--- src/rtl/sdram_arbiter.sv ---
// Round-robin arbiter sharing one Avalon-style SDRAM controller port between
// a playback reader and a recording writer. A granted command is latched in
// IDLE, issued in ISSUE, (for reads) completed in WAIT_DATA, and acknowledged
// with a one-cycle finished pulse in DONE. A watchdog aborts transactions the
// SDRAM never completes and leaves a sticky error flag behind.
//
// Client handshake (valid/ready style): a client raises its request level
// together with stable command fields and holds it until it sees its one-cycle
// finished pulse. The command is captured on the grant edge, so later changes
// to the request or its fields do not affect the transaction in flight. On the
// SDRAM side a strobe is held with stable address/data until the controller
// takes it, i.e. the first cycle the strobe is high with waitrequest low.
module sdram_arbiter #(
    parameter int ADDR_W  = 23,
    parameter int DATA_W  = 32,
    parameter int TIMEOUT = 1023
) (
    input  logic              i_clk,
    input  logic              i_rst,
    input  logic              play_read,
    input  logic [ADDR_W-1:0] play_addr,
    output logic [DATA_W-1:0] play_readdata,
    output logic              play_sdram_finished,
    input  logic              rec_write,
    input  logic [ADDR_W-1:0] rec_addr,
    input  logic [DATA_W-1:0] rec_writedata,
    output logic              rec_sdram_finished,
    output logic [ADDR_W-1:0] sdram_addr,
    output logic              sdram_read,
    output logic              sdram_write,
    output logic [DATA_W-1:0] sdram_writedata,
    input  logic [DATA_W-1:0] sdram_readdata,
    input  logic              sdram_waitrequest,
    input  logic              sdram_readdatavalid,
    output logic              busy,
    output logic              err_timeout
);

    localparam int              WD_W    = $clog2(TIMEOUT + 1);
    localparam logic [WD_W-1:0] WD_LAST = WD_W'(TIMEOUT - 1);

    typedef enum logic [1:0] {
        IDLE      = 2'd0,
        ISSUE     = 2'd1,
        WAIT_DATA = 2'd2,
        DONE      = 2'd3
    } state_t;

    state_t            state;
    state_t            state_next;

    // The granted client also encodes the operation: playback reads, recorder writes.
    logic              grant_rec;
    logic              last_rec;
    logic [ADDR_W-1:0] addr_q;
    logic [DATA_W-1:0] wdata_q;
    logic [DATA_W-1:0] rdata_q;
    logic [WD_W-1:0]   wd_cnt;
    logic              err_q;

    logic              take_grant;
    logic              take_rec;
    logic              capture_data;
    logic              abort;
    logic              wd_expired;

    // The current cycle is the last one the watchdog allows in ISSUE/WAIT_DATA.
    assign wd_expired = (wd_cnt == WD_LAST);

    // Next-state and control decode; completion takes precedence over abort in the final cycle.
    always_comb begin
        state_next   = state;
        take_grant   = 1'b0;
        take_rec     = 1'b0;
        capture_data = 1'b0;
        abort        = 1'b0;
        case (state)
            IDLE: begin
                if (play_read || rec_write) begin
                    take_grant = 1'b1;
                    // On a tie the recorder wins only if playback was served last.
                    take_rec   = rec_write && (!play_read || !last_rec);
                    state_next = ISSUE;
                end
            end
            ISSUE: begin
                if (!sdram_waitrequest) begin
                    state_next = grant_rec ? DONE : WAIT_DATA;
                end else if (wd_expired) begin
                    abort      = 1'b1;
                    state_next = DONE;
                end
            end
            WAIT_DATA: begin
                if (sdram_readdatavalid) begin
                    capture_data = 1'b1;
                    state_next   = DONE;
                end else if (wd_expired) begin
                    abort      = 1'b1;
                    state_next = DONE;
                end
            end
            DONE: begin
                state_next = IDLE;
            end
            default: begin
                state_next = IDLE;
            end
        endcase
    end

    // State register.
    always_ff @(posedge i_clk or posedge i_rst) begin
        if (i_rst) begin
            state <= IDLE;
        end else begin
            state <= state_next;
        end
    end

    // Command latch, round-robin history, watchdog, read data and sticky error.
    always_ff @(posedge i_clk or posedge i_rst) begin
        if (i_rst) begin
            grant_rec <= 1'b0;
            last_rec  <= 1'b1;
            addr_q    <= '0;
            wdata_q   <= '0;
            rdata_q   <= '0;
            wd_cnt    <= '0;
            err_q     <= 1'b0;
        end else begin
            if (take_grant) begin
                grant_rec <= take_rec;
                addr_q    <= take_rec ? rec_addr : play_addr;
                if (take_rec) begin
                    wdata_q <= rec_writedata;
                end
                wd_cnt <= '0;
            end else if (state == ISSUE || state == WAIT_DATA) begin
                wd_cnt <= wd_cnt + WD_W'(1);
            end
            if (capture_data) begin
                rdata_q <= sdram_readdata;
            end
            if (abort) begin
                err_q <= 1'b1;
                if (!grant_rec) begin
                    rdata_q <= '0;
                end
            end
            if (state == DONE) begin
                last_rec <= grant_rec;
            end
        end
    end

    assign sdram_read          = (state == ISSUE) && !grant_rec;
    assign sdram_write         = (state == ISSUE) && grant_rec;
    assign sdram_addr          = addr_q;
    assign sdram_writedata     = wdata_q;
    assign play_readdata       = rdata_q;
    assign play_sdram_finished = (state == DONE) && !grant_rec;
    assign rec_sdram_finished  = (state == DONE) && grant_rec;
    assign busy                = (state != IDLE);
    assign err_timeout         = err_q;

endmodule

--- config.mk ---
export PLATFORM = sky130hd
export DESIGN_NAME = sdram_arbiter
export DESIGN_NICKNAME = d
export VERILOG_FILES = /design/src/rtl/sdram_arbiter.sv
export SDC_FILE = /design/constraint.sdc
export NUM_CORES = 1
export LEC_CHECK = 0
export BUFFER_PORTS_ARGS = -buffer_cell sky130_fd_sc_hd__buf_2
export CORE_ASPECT_RATIO = 1.25
export CORE_MARGIN = 1.5
export CORE_UTILIZATION = 45
export CTS_CLUSTER_DIAMETER = 40
export DETAILED_ROUTE_END_ITERATION = 6
export GPL_TIMING_DRIVEN = 1
export MAX_ROUTING_LAYER = met4
export PLACE_DENSITY = 0.79
export SLEW_MARGIN = 10
export SYNTH_ARGS = -nofsm -noshare
export SYNTH_HDL_FRONTEND = slang
export SYNTH_SLANG_ARGS = --single-unit
export TNS_END_PERCENT = 20
--- constraint.sdc ---
create_clock -name i_clk -period 4.2 [get_ports i_clk]
set_clock_uncertainty 0.1 [all_clocks]
set_input_delay 0.63 -clock i_clk [delete_from_list [all_inputs] [get_ports i_clk]]
set_output_delay 0.63 -clock i_clk [all_outputs]
set_load 0.02 [all_outputs]
==> results.json <==
{
  "status": "finished, final reports clean",
  "synth_compound_area_share_pct": 16.7,
  "grt_max_degree": 86,
  "final_nets": 717,
  "crit_required_ns": 4.26,
  "maxSlewHeadroom_pct": 20.7,
  "globalRouteTotalUtil_pct": 20.5,
  "synth.top_cell.area_share_pct": 54.5,
  "internal_power_mw": 2.69,
  "port_buffers": 208,
  "rows": 41,
  "wl_per_cell_um": 15.5,
  "power_frac_seq_pct": 36.6,
  "max-clock-path-buffers": 2,
  "cts_tree": "yes",
  "yosys-top-cells-area": "dfrtp_1, mux2_2, mux2i_1",
  "placed_cells": 712,
  "tightest_slew_ns": 1.19,
  "synth_edf_count": 0,
  "seqCellArea_mm2": 0.00255,
  "power_frac_clock_pct": 16.5,
  "synthAdderAreaFrac_pct": 1.89,
  "grt_pass1_vias": 3655,
  "slowest_delay_ns": 0.95,
  "fillers": 888,
  "multi_input_area_mm2": 0.00191,
  "max_clock_freq_mhz": 393,
  "grt_setup_unrepaired": "no",
  "cp_slowest_cell": "a211oi_4",
  "drt-total-wl_um": 11300,
  "drt-pass1-iter-count": 5,
  "drive_gt1_share_pct": 45.3,
  "numCtsBuffers": 9,
  "p_leak_nw": 3.04,
  "netSwitchingFraction_pct": 42.3,
  "htreeDepth": 3,
  "cp_max_fo": 32,
  "hp-class": "flop to flop",
  "yosysWarnings": 0,
  "period_share_pct": 60.6,
  "hold_viol": 0,
  "die-area_mm2": 0.0109,
  "ir_worst_vdd_v": 0.000451,
  "coreArea_mm2": 0.0101,
  "crit_arrival_ns": 2.60,
  "synthSimpleGateAreaFrac_pct": 6.88,
  "seq_area_frac_synth_pct": 55.0,
  "die_y_um": 117,
  "dp_hpwl_um": 8180,
  "powerDensity_mw_per_mm2": 776,
  "synth-xor-area-share_pct": 0.755,
  "drc": 0,
  "cts-hold-fix-buffers": 0,
  "ant_nets": 0,
  "clkSinkCount": 102,
  "yosys.cell_types.count": 38,
  "pwr-share-comb_pct": 46.9,
  "grt-ovfl-total": 0,
  "synth-main-ff-cell": "dfrtp_1",
  "crit_buf_inv": 2,
  "area_delta_synth_final_pct": 29.5,
  "start_util_pct": 46.2,
  "synth_most_common_cell": "dfrtp_1",
  "cpMostUsedCell": "inv_1",
  "ys_ff_latch": 102,
  "vias": 3953,
  "ctsResizeCount": 0,
  "p_switching_mw": 1.97,
  "setup_viol": 0,
  "drv_cap": 0,
  "postCtsSetupBuffers": 0,
  "synth-async-reset-ratio_pct": 100,
  "synth_nets": 528,
  "critPathTopFamily": "compound AO/OA/AOI/OAI gates",
  "r2r_cells": 5,
  "drt-initial-drc-count": 199,
  "cts_root_buf": "clkbuf_16",
  "grt_pass1_wl_um": 17200,
  "crit_chain": "inv_1, ha_1, inv_1, a211oi_4, a21oi_1",
  "syn-cell-area_mm2": 0.00464,
  "synthCells": 405,
  "holdPathStages": 1,
  "synth_top_family_by_area": "compound AO/OA/AOI/OAI gates",
  "slew_violations": 0,
  "antenna_found_initial": 0,
  "path_depth": 5,
  "clk_pin_slew_worst_paths_ns": 0.07,
  "io_pins": 209,
  "die_w_um": 93.8,
  "synth_top_area_cell": "dfrtp_1",
  "synthMuxAreaShare_pct": 14.7,
  "critical_path_class": "flop to flop",
  "via_per_inst": 5.43,
  "clock_latency_ns": 0.33,
  "place.gp.congestion": 0.768,
  "setup_total_negative_slack_ns": 0,
  "start_kind": "flop",
  "synth_common_cells": "dfrtp_1, a21oi_1, mux2_2, mux2i_1, nor2_1",
  "avgSynthCellArea_um2": 11.5,
  "endpoint_kind": "flop",
  "fin_cells": 728,
  "min_period_ns": 2.55
}
-- metal layers --
layer	routed length [um]	track usage [%]	share of wire, %	vias up
met5	0	-	0	-
met4	196	8.56	1.7	0
met3	793	3.78	7.0	18
met2	5750	34.2	51	190
met1	4520	24.6	40	1877
li1	-	-	-	1868
-- layout by cell type (no fill, tap or decap), types with 5 or more instances in the layout --
cell / netlist / layout
nand4_1: 5 / 5
nor2_1: 29 / 29
inv_1: 9 / 8
o2111ai_1: 23 / 23
o21ai_0: 28 / 28
a21oi_1: 41 / 41
clkbuf_16: 0 / 9
mux2_2: 32 / 32
buf_2: 15 / 208
mux2i_1: 32 / 32
ha_1: 7 / 7
a31oi_1: 23 / 23
dfrtp_1: 101 / 101
-- flip-flops by register name, summed over array words and instances (netlist names) --
name	flops
wd_cnt	10
sdram_addr	23
play_readdata	32
grant_rec	1
sdram_writedata	32
last_rec	1
state	2
err_timeout	1
-- logic make-up after synthesis --
kind of cell	Yosys count
buffers and inverters	43
XOR/XNOR	4
flip-flops	102
multiplexers	64
AND/OR/NAND/NOR	60
AO/OA/AOI/OAI	125
adder cells (fa/ha/maj)	7
-- final cells by class --
| class | count | share of cell area (%) |
|---|---|---|
| clock buffer | 12 | 4.27 |
| multi-input combinational | 260 | 31.8 |
| timing repair buffer | 212 | 17.8 |
| clock inverter | 3 | 0.312 |
| inverter | 9 | 0.604 |
| antenna | 1 | 0.0416 |
| tap | 129 | 2.68 |
| sequential | 102 | 42.5 |
-- power groups by stage --
| stage | Sequential (mW) | Combinational [mW] | Clock (mW) |
|---|---|---|---|
| final | 1.71 | 2.19 | 0.768 |
| after global routing | 1.76 | 2.38 | 0.833 |
| after CTS | 1.71 | 2.21 | 0.790 |
| after detailed placement | 1.73 | 2.21 | 0 |
| after global placement | 1.70 | 2.14 | 0 |
| after floorplan | 2.23 | 0.958 | 0 |
-- stage by stage --
stage                     setup slack, ns  area (um^2)  total power, mW  utilization [%]  hold WS [ns]
after floorplan                     0.796         4640             3.18                -         0.419
after global placement               1.73         5730             3.84             57.0         0.342
after detailed placement             1.63         5730             3.93             57.0         0.355
after CTS                            1.66         6010             4.71             59.8         0.366
after global routing                 1.43         6010             4.98             59.8         0.402
final                                1.65         6010             4.67             59.8         0.360
-- path summary, 6_finish.rpt --
kind / from / to / slack [ns]
max: state[1] / play_readdata[16] / 1.65
min: err_timeout / err_timeout / 0.36
max reg2reg: state[1] / play_readdata[16] / 1.65
min reg2reg: err_timeout / err_timeout / 0.36
max in group asynchronous: i_rst / play_readdata[8] / 2.72
min in group asynchronous: i_rst / sdram_writedata[2] / 0.43
(Power assumes the default switching activity.)
